===== src/rtl/thresh_load_seq.sv =====
// Threshold reload sequencer: reads one 36-bit word per beam from the threshold RAM,
// highest beam first, shifts them into the threshold cascade, then pulses update-all.
module thresh_load_seq #(
    parameter int NBEAMS    = 2,
    parameter int ADDR_BITS = (NBEAMS > 1) ? $clog2(NBEAMS) : 1
) (
    input  logic                 clk_i,
    input  logic                 rst_i,
    input  logic                 start_i,
    input  logic [1:0]           sel_i,
    output logic                 ram_rd_o,
    output logic [ADDR_BITS-1:0] ram_addr_o,
    input  logic [35:0]          ram_dat_i,
    output logic [35:0]          thresh_o,
    output logic [1:0]           thresh_wr_o,
    output logic [1:0]           thresh_update_o,
    output logic                 busy_o,
    output logic                 done_o,
    output logic [15:0]          load_count_o
);

    typedef enum logic [2:0] {
        IDLE   = 3'd0,
        READ   = 3'd1,
        DRAIN  = 3'd2,
        UPDATE = 3'd3,
        FINISH = 3'd4
    } state_t;

    localparam logic [ADDR_BITS-1:0] LAST_ADDR = ADDR_BITS'(NBEAMS - 1);

    state_t                 state_q;
    logic                   ram_rd_q;
    logic [ADDR_BITS-1:0]   addr_q;
    logic                   rd_d1_q;
    logic                   wr_v_q;
    logic [35:0]            thresh_q;
    logic [1:0]             thresh_wr_q;
    logic [1:0]             update_q;
    logic                   busy_q;
    logic                   done_q;
    logic [15:0]            load_count_q;
    logic [15:0]            load_count_d;
    logic [1:0]             sel_q;
    logic                   pend_q;
    logic [1:0]             pend_sel_q;

    assign load_count_d = load_count_q + 16'd1;

    always_ff @(posedge clk_i or posedge rst_i) begin
        if (rst_i) begin
            state_q      <= IDLE;
            ram_rd_q     <= 1'b0;
            addr_q       <= '0;
            rd_d1_q      <= 1'b0;
            wr_v_q       <= 1'b0;
            thresh_q     <= '0;
            thresh_wr_q  <= 2'b00;
            update_q     <= 2'b00;
            busy_q       <= 1'b0;
            done_q       <= 1'b0;
            load_count_q <= '0;
            sel_q        <= 2'b00;
            pend_q       <= 1'b0;
            pend_sel_q   <= 2'b00;
        end else begin
            // RAM data arrives one cycle after the strobe; register it straight into the write slot
            rd_d1_q <= ram_rd_q;
            wr_v_q  <= rd_d1_q;
            if (rd_d1_q) begin
                thresh_wr_q <= sel_q;
                thresh_q    <= (sel_q != 2'b00) ? ram_dat_i : '0;
            end else begin
                thresh_wr_q <= 2'b00;
                thresh_q    <= '0;
            end
            done_q   <= 1'b0;
            update_q <= 2'b00;

            if (start_i && (busy_q || state_q == FINISH)) begin
                pend_q     <= 1'b1;
                pend_sel_q <= sel_i;
            end

            case (state_q)
                IDLE: begin
                    if (start_i) begin
                        state_q  <= READ;
                        ram_rd_q <= 1'b1;
                        addr_q   <= LAST_ADDR;
                        busy_q   <= 1'b1;
                        sel_q    <= sel_i;
                    end
                end
                READ: begin
                    if (addr_q == '0) begin
                        ram_rd_q <= 1'b0;
                        state_q  <= DRAIN;
                    end else begin
                        addr_q <= addr_q - 1'b1;
                    end
                end
                DRAIN: begin
                    // Last write is on the bus when the write slot is full and nothing follows it
                    if (wr_v_q && !rd_d1_q) begin
                        state_q  <= UPDATE;
                        update_q <= sel_q;
                    end
                end
                UPDATE: begin
                    state_q      <= FINISH;
                    done_q       <= 1'b1;
                    busy_q       <= 1'b0;
                    load_count_q <= load_count_d;
                end
                FINISH: begin
                    if (pend_q || start_i) begin
                        state_q  <= READ;
                        ram_rd_q <= 1'b1;
                        addr_q   <= LAST_ADDR;
                        busy_q   <= 1'b1;
                        sel_q    <= start_i ? sel_i : pend_sel_q;
                        pend_q   <= 1'b0;
                    end else begin
                        state_q <= IDLE;
                    end
                end
                default: state_q <= IDLE;
            endcase
        end
    end

    assign ram_rd_o        = ram_rd_q;
    assign ram_addr_o      = addr_q;
    assign thresh_o        = thresh_q;
    assign thresh_wr_o     = thresh_wr_q;
    assign thresh_update_o = update_q;
    assign busy_o          = busy_q;
    assign done_o          = done_q;
    assign load_count_o    = load_count_q;

endmodule


===== config.mk =====
export PLATFORM = sky130hd
export DESIGN_NAME = thresh_load_seq
export DESIGN_NICKNAME = d
export VERILOG_FILES = /design/src/rtl/thresh_load_seq.sv
export SDC_FILE = /design/constraint.sdc
export NUM_CORES = 1
export LEC_CHECK = 0
export ABC_AREA = 1
export CAP_MARGIN = 20
export CORE_MARGIN = 4
export CORE_UTILIZATION = 47
export CTS_CLUSTER_DIAMETER = 40
export DETAILED_ROUTE_END_ITERATION = 10
export PLACE_DENSITY_LB_ADDON = 0.08
export SETUP_SLACK_MARGIN = 0.02
export SYNTH_ARGS = -nofsm -noshare
export SYNTH_HDL_FRONTEND = slang
export SYNTH_SLANG_ARGS = --single-unit

===== constraint.sdc =====
create_clock -name clk_i -period 4.76 [get_ports clk_i]
set_input_delay 1.19 -clock clk_i [delete_from_list [all_inputs] [get_ports clk_i]]
set_output_delay 1.19 -clock clk_i [all_outputs]
set_load 0.005 [all_outputs]

==> flow_summary_export.csv, run 1 <==
group,metric,value,unit
run_status,status,"finished, final reports clean",
global_route,grt_max_degree,51,
synth,synth.avg_cell_area,9.52,sq um
timing,slew_headroom,0.644,
synth,synth_nets,332,
worst_setup_path,rrSetupSlack,3290,ps
finish,num_antenna_cells,0,
timing,finalCriticalPeriod,2510,ps
finish,drive_above_1_share,0.0885,
timing,setup_violations,0,
drt,drt-initial-drc-count,105,
clock_tree,htreeDepth,3,
drt,ant_nets,0,
global_route,antenna_found_initial,0,
clock_tree,clock_path_buffers,2,
finish,instances_no_fill,479,
drt,wirelength,6.10,mm
timing,setup_slack,2250,ps
worst_setup_path,critPathLaunchType,"flip-flop",
timing,slew_violations,0,
global_route,overflow,0,
min_path,hold_path_class,"flip-flop to flip-flop",
clock_tree,cts_made_buffers,9,
timing,worst_slew_pin_slew,534,ps
finish,nFillCells,455,
clock_tree,insertion_delay,340,ps
power_and_ir_drop,total_power,2.09,mW
power_and_ir_drop,irDropWorstVdd,262,uV
synth,synth_cells,290,
clock_tree,cts_resized,0,
timing,hold_violations,0,
finish,multi_input_area,757,sq um
worst_setup_path,path_delay_family,"buffers and inverters",
timing,skew,8.26,ps
worst_setup_path,path_buf_inv,1,
placed_design,io_buffers,100,
floorplan,dieArea,7160,sq um
placed_design,hpwl,4.47,mm
worst_setup_path,cp_cell_sequence,"clkdlybuf4s50_1",
global_route,grt_usage,0.177,
timing,post-route-period-util,0.527,
global_route,grt_pass1_wl,9.79,mm
floorplan,start_util,0.492,
timing,fin_setup_tns,0,ps
drt,drt_first_pass_iters,4,
power_and_ir_drop,power_leakage,2.09,nW
worst_setup_path,end_kind,"output pin",
job,max_cap_violations,0,
floorplan,rows,27,
placed_design,dp_cells,462,
synth,ys_seq_area_frac,0.635,
finish,design_area,4080,sq um
placed_design,routabilityCongestion,0.777,
finish,areaGrowthSynthToFinish,47.8,%
clock_tree,clk_pin_slew_worst_paths,70,ps
floorplan,pin_count,101,
drt,via_count,2156,
power_and_ir_drop,pwr_density_cell,513,nW/um^2
finish,nets,444,
drt,drcViolationCount,0,
worst_setup_path,path_class,"flip-flop to output pin",
finish,regArea,1750,sq um
global_route,grt_pass1_vias,2142,
floorplan,die_y,84.6,microns
timing,rsz0062_at_grt,"false",
drt,wl_per_cell,12.7,microns
worst_setup_path,cp.required,3570,ps
synth,ys_warn_count,0,
placed_design,place_ws,2170,ps
synth,synth-seq-cells,70,
clock_tree,post_cts_buffers,0,
synth,synth.distinct_cells,25,
clock_tree,clock-sinks,70,
clock_tree,cts_root_buffer,"clkbuf_8",
floorplan,core,5610,sq um
clock_tree,tritoncts,"yes",
floorplan,die_x,84.6,microns
synth,synthesis.area,2760,sq um
drt,viasPerCell,4.50,
placed_design,post_dp_cell_area,3860,sq um
worst_setup_path,slowest_delay,540,ps
timing,max_freq,399,MHz
worst_setup_path,path_max_fanout,4,
worst_setup_path,cp.arrival,1320,ps
worst_setup_path,cp_slowest_cell,"clkdlybuf4s50_1",
clock_tree,cts_hold_buffers,0,
[power by group]
group	switching (mW)	internal (mW)
logic	0.328	0.393
clock network	0.211	0.268
registers	0.109	0.785
[logic make-up after synthesis]
family	after synthesis	share of synthesized area
and+or+nand+nor	131	0.209
buffers and inverters	66	0.0911
adders and majority gates	1	0.00453
DFF	70	0.635
AOI/OAI and AO/OA	11	0.0227
xor gates and xnor gates	11	0.0376
[Yosys cell counts (all sizes together)]
library cell | number | share of area
nor2 | 54 | 0.087
nand4 | 5 | 0.011
nor3 | 1 | 0.0018
ha | 1 | 0.0045
nand2 | 58 | 0.081
xor2 | 5 | 0.019
dfrtp | 70 | 0.63
a31oi | 1 | 0.0023
inv | 63 | 0.086
xnor2 | 6 | 0.019
nand3b | 1 | 0.0027
nand3 | 11 | 0.024
o21bai | 1 | 0.0027
or2 | 1 | 0.0023
a21oi | 1 | 0.0018
buf | 3 | 0.0054
o21ai | 8 | 0.016
[sequential cells by signal, indices dropped and copies added, names as in the netlist, 2 cells and up]
register,count
sel_q,2
state_q,3
pend_sel_q,2
thresh_update_o,2
load_count_o,16
thresh_o,36
thresh_wr_o,2
[cells in the final DEF (no fill, tap or decap), drive strengths merged]
master,synthesis,final
clkdlybuf4s50,0,100
bufinv,0,1
nand3b,1,1
buf,3,4
o21bai,1,1
nand3,11,11
or2,1,1
o21ai,8,8
ha,1,1
clkinv,0,3
clkbuf,0,12
xnor2,6,6
inv,63,63
a31oi,1,1
nor3,1,1
nand2,58,58
dfrtp,70,70
a21oi,1,1
nor2,54,54
xor2,5,5
nand4,5,5
[final cells by class]
cell class / instances / area share
clock buffers: 12 / 0.0380
clock inverters: 4 / 0.0110
inverters: 63 / 0.0580
multi-input cells: 154 / 0.186
flip-flops and latches: 70 / 0.429
well taps: 72 / 0.0221
repair buffers: 104 / 0.256
[worst reg2reg max path, cell delays in order, from the launching register on]
cell and delay, ps:
dfrtp_1 470, inv_2 120, nand3_2 170, nor2_2 180, nand2_1 100, nor2_1 140
nand2_1 70, nand2_1 70, nand2_1 40
[stage by stage]
| step | hold slack, ps | util |
|---|---|---|
| after floorplan | 390 | - |
| after global placement | 405 | 0.688 |
| after detailed placement | 417 | 0.688 |
| after CTS | 437 | 0.724 |
| after global routing | 464 | 0.727 |
| final | 434 | 0.727 |
[path summary, 6_finish.rpt]
path                                  startpoint               end  cells past startpoint
worst max register to register        state_q[2]  load_count_o[15]                      8
worst min-delay path                     rd_d1_q            wr_v_q                      0
worst min register to register           rd_d1_q            wr_v_q                      0
worst max-delay path            load_count_o[12]  load_count_o[12]                      1
max in group asynchronous                  rst_i       thresh_o[2]                      3
min in group asynchronous                  rst_i   load_count_o[6]                      2
[layer usage]
| metal | wire length (microns) | track usage |
|---|---|---|
| met5 | 0 | 0 |
| met4 | 146 | 0.0820 |
| met3 | 654 | 0.0913 |
| met2 | 2880 | 0.283 |
| met1 | 2420 | 0.195 |
Note: power is estimated with default switching activity, not from simulation.
==> run 2, diff against run 1 <==
- CORE_UTILIZATION: 47 -> 44
- clock period: 4.76 -> 2.5 ns (I/O delays scaled with it)
==> flow_summary_export.csv, run 2 (synthesis results as in run 1) <==
group,metric,value,unit
run_status,status,"finished, final reports clean",
finish,design_area,4060,sq um
worst_setup_path,regToRegStartpoint,"state_q[2]",
drt,via_count,2139,
floorplan,die_y,87.2,microns
floorplan,rows,28,
floorplan,pin_count,101,
finish,nFillCells,476,
global_route,antenna_found_initial,0,
placed_design,post_dp_cell_area,3870,sq um
timing,fin_setup_tns,0,ps
worst_setup_path,reg2reg_to,"load_count_o[14]",
worst_setup_path,reg2reg_depth,8,
drt,wl_per_cell,12.6,microns
power_and_ir_drop,irDropWorstVdd,546,uV
floorplan,core,5990,sq um
min_path,hold_path_class,"flip-flop to flip-flop",
worst_setup_path,path_class,"flip-flop to output pin",
min_path,whs_path_depth,0,
placed_design,hpwl,4.44,mm
finish,areaGrowthSynthToFinish,47.0,%
finish,final_common_cell,"clkdlybuf4s50_1",
finish,drive_above_1_share,0.0769,
timing,finalCriticalPeriod,1940,ps
timing,setup_violations,0,
global_route,grt_usage,0.169,
drt,drt-initial-drc-count,66,
drt,ant_nets,0,
timing,slew_violations,0,
clock_tree,cts_made_buffers,9,
global_route,grt_pass1_vias,2078,
worst_setup_path,end_kind,"output pin",
worst_setup_path,slowest_delay,550,ps
worst_setup_path,critPathLaunchType,"flip-flop",
worst_setup_path,cp_cell_sequence,"clkdlybuf4s50_1",
timing,hold_violations,0,
worst_setup_path,cp_slowest_cell,"clkdlybuf4s50_1",
min_path,hp-start,"ram_rd_o",
clock_tree,cts_hold_buffers,0,
clock_tree,cts_root_buffer,"clkbuf_8",
drt,drcViolationCount,0,
clock_tree,cts_resized,0,
worst_setup_path,path_max_fanout,4,
drt,wirelength,6.00,mm
clock_tree,tritoncts,"yes",
finish,num_antenna_cells,0,
drt,drt_first_pass_iters,4,
power_and_ir_drop,total_power,3.95,mW
timing,worst_slew_pin_slew,368,ps
global_route,grt_pass1_wl,9.59,mm
min_path,min_to,"rd_d1_q",
finish,nets,442,
timing,slew_headroom,0.755,
placed_design,io_buffers,100,
clock_tree,clock_path_buffers,2,
finish,multi_input_area,757,sq um
clock_tree,post_cts_buffers,0,
timing,max_freq,515,MHz
floorplan,start_util,0.461,
global_route,grt_max_degree,71,
global_route,overflow,0,
power_and_ir_drop,power_leakage,2.07,nW
worst_setup_path,cp.required,1880,ps
worst_setup_path,path_buf_inv,1,
floorplan,dieArea,7600,sq um
finish,largest_reg_flops,36,
clock_tree,insertion_delay,330,ps
worst_setup_path,cp.arrival,1310,ps
timing,post-route-period-util,0.776,
worst_setup_path,path_delay_family,"buffers and inverters",
job,max_cap_violations,0,
drt,viasPerCell,4.47,
finish,layout_common_cells,"100 x clkdlybuf4s50_1, 70 x dfrtp_1, 60 x inv_1",
floorplan,die_x,87.2,microns
clock_tree,clk_pin_slew_worst_paths,70,ps
timing,rsz0062_at_grt,"false",
finish,regArea,1750,sq um
clock_tree,htreeDepth,3,
timing,skew,5.34,ps
clock_tree,clock-sinks,70,
placed_design,routabilityCongestion,0.866,
power_and_ir_drop,pwr_density_cell,975,nW/um^2
worst_setup_path,rrSetupSlack,1030,ps
[run 2: cell types whose count changed in the layout (fill, tap and decap cells not counted), sizes merged]
cell	before	now
clkinv	3	0
buf	4	2
clkbuf	12	13
[run 2: routing by layer]
| metal | global-route usage | routed length (microns) | up-vias |
|---|---|---|---|
| met5 | 0 | 0 | - |
| met4 | 0.0795 | 70 | 0 |
| met3 | 0.0965 | 747 | 8 |
| met2 | 0.265 | 2900 | 73 |
| met1 | 0.185 | 2290 | 992 |
| li1 | - | - | 1066 |
[run 2: metrics by stage]
| step | utilization | setup slack, ps | hold slack (ps) | std cells |
|---|---|---|---|---|
| floorplan | - | 107 | 390 | 290 |
| global placement | 0.646 | 699 | 423 | 464 |
| detailed placement | 0.646 | 634 | 421 | 464 |
| CTS | 0.677 | 530 | 446 | 478 |
| global route | 0.677 | 499 | 460 | 478 |
| finish | 0.677 | 560 | 438 | 478 |
[run 2: worst max path at each step]
stage                           startpoint                to  slack (ps)  cells past startpoint
final                     load_count_o[12]  load_count_o[12]         560                      1
after global routing      load_count_o[12]  load_count_o[12]         500                      1
after CTS                 load_count_o[12]  load_count_o[12]         530                      1
after detailed placement           start_i          sel_q[0]         630                      7
after global placement             start_i          sel_q[1]         700                      7
after floorplan                      rst_i            busy_o         110                      1
[run 2: area by class of cell]
cell class | count | share of cell area
clock buffer | 13 | 0.0392
clock inverter | 1 | 0.00740
inverter | 63 | 0.0583
multi-input combinational | 154 | 0.187
tap | 75 | 0.0231
timing repair buffer | 102 | 0.254
sequential | 70 | 0.432
[run 2: power breakdown]
part / total (mW) / internal (mW) / switching (mW)
Sequential: 1.70 / 1.50 / 0.201
Combinational: 1.37 / 0.747 / 0.626
Clock: 0.886 / 0.506 / 0.380
Total: 3.95 / 2.75 / 1.21
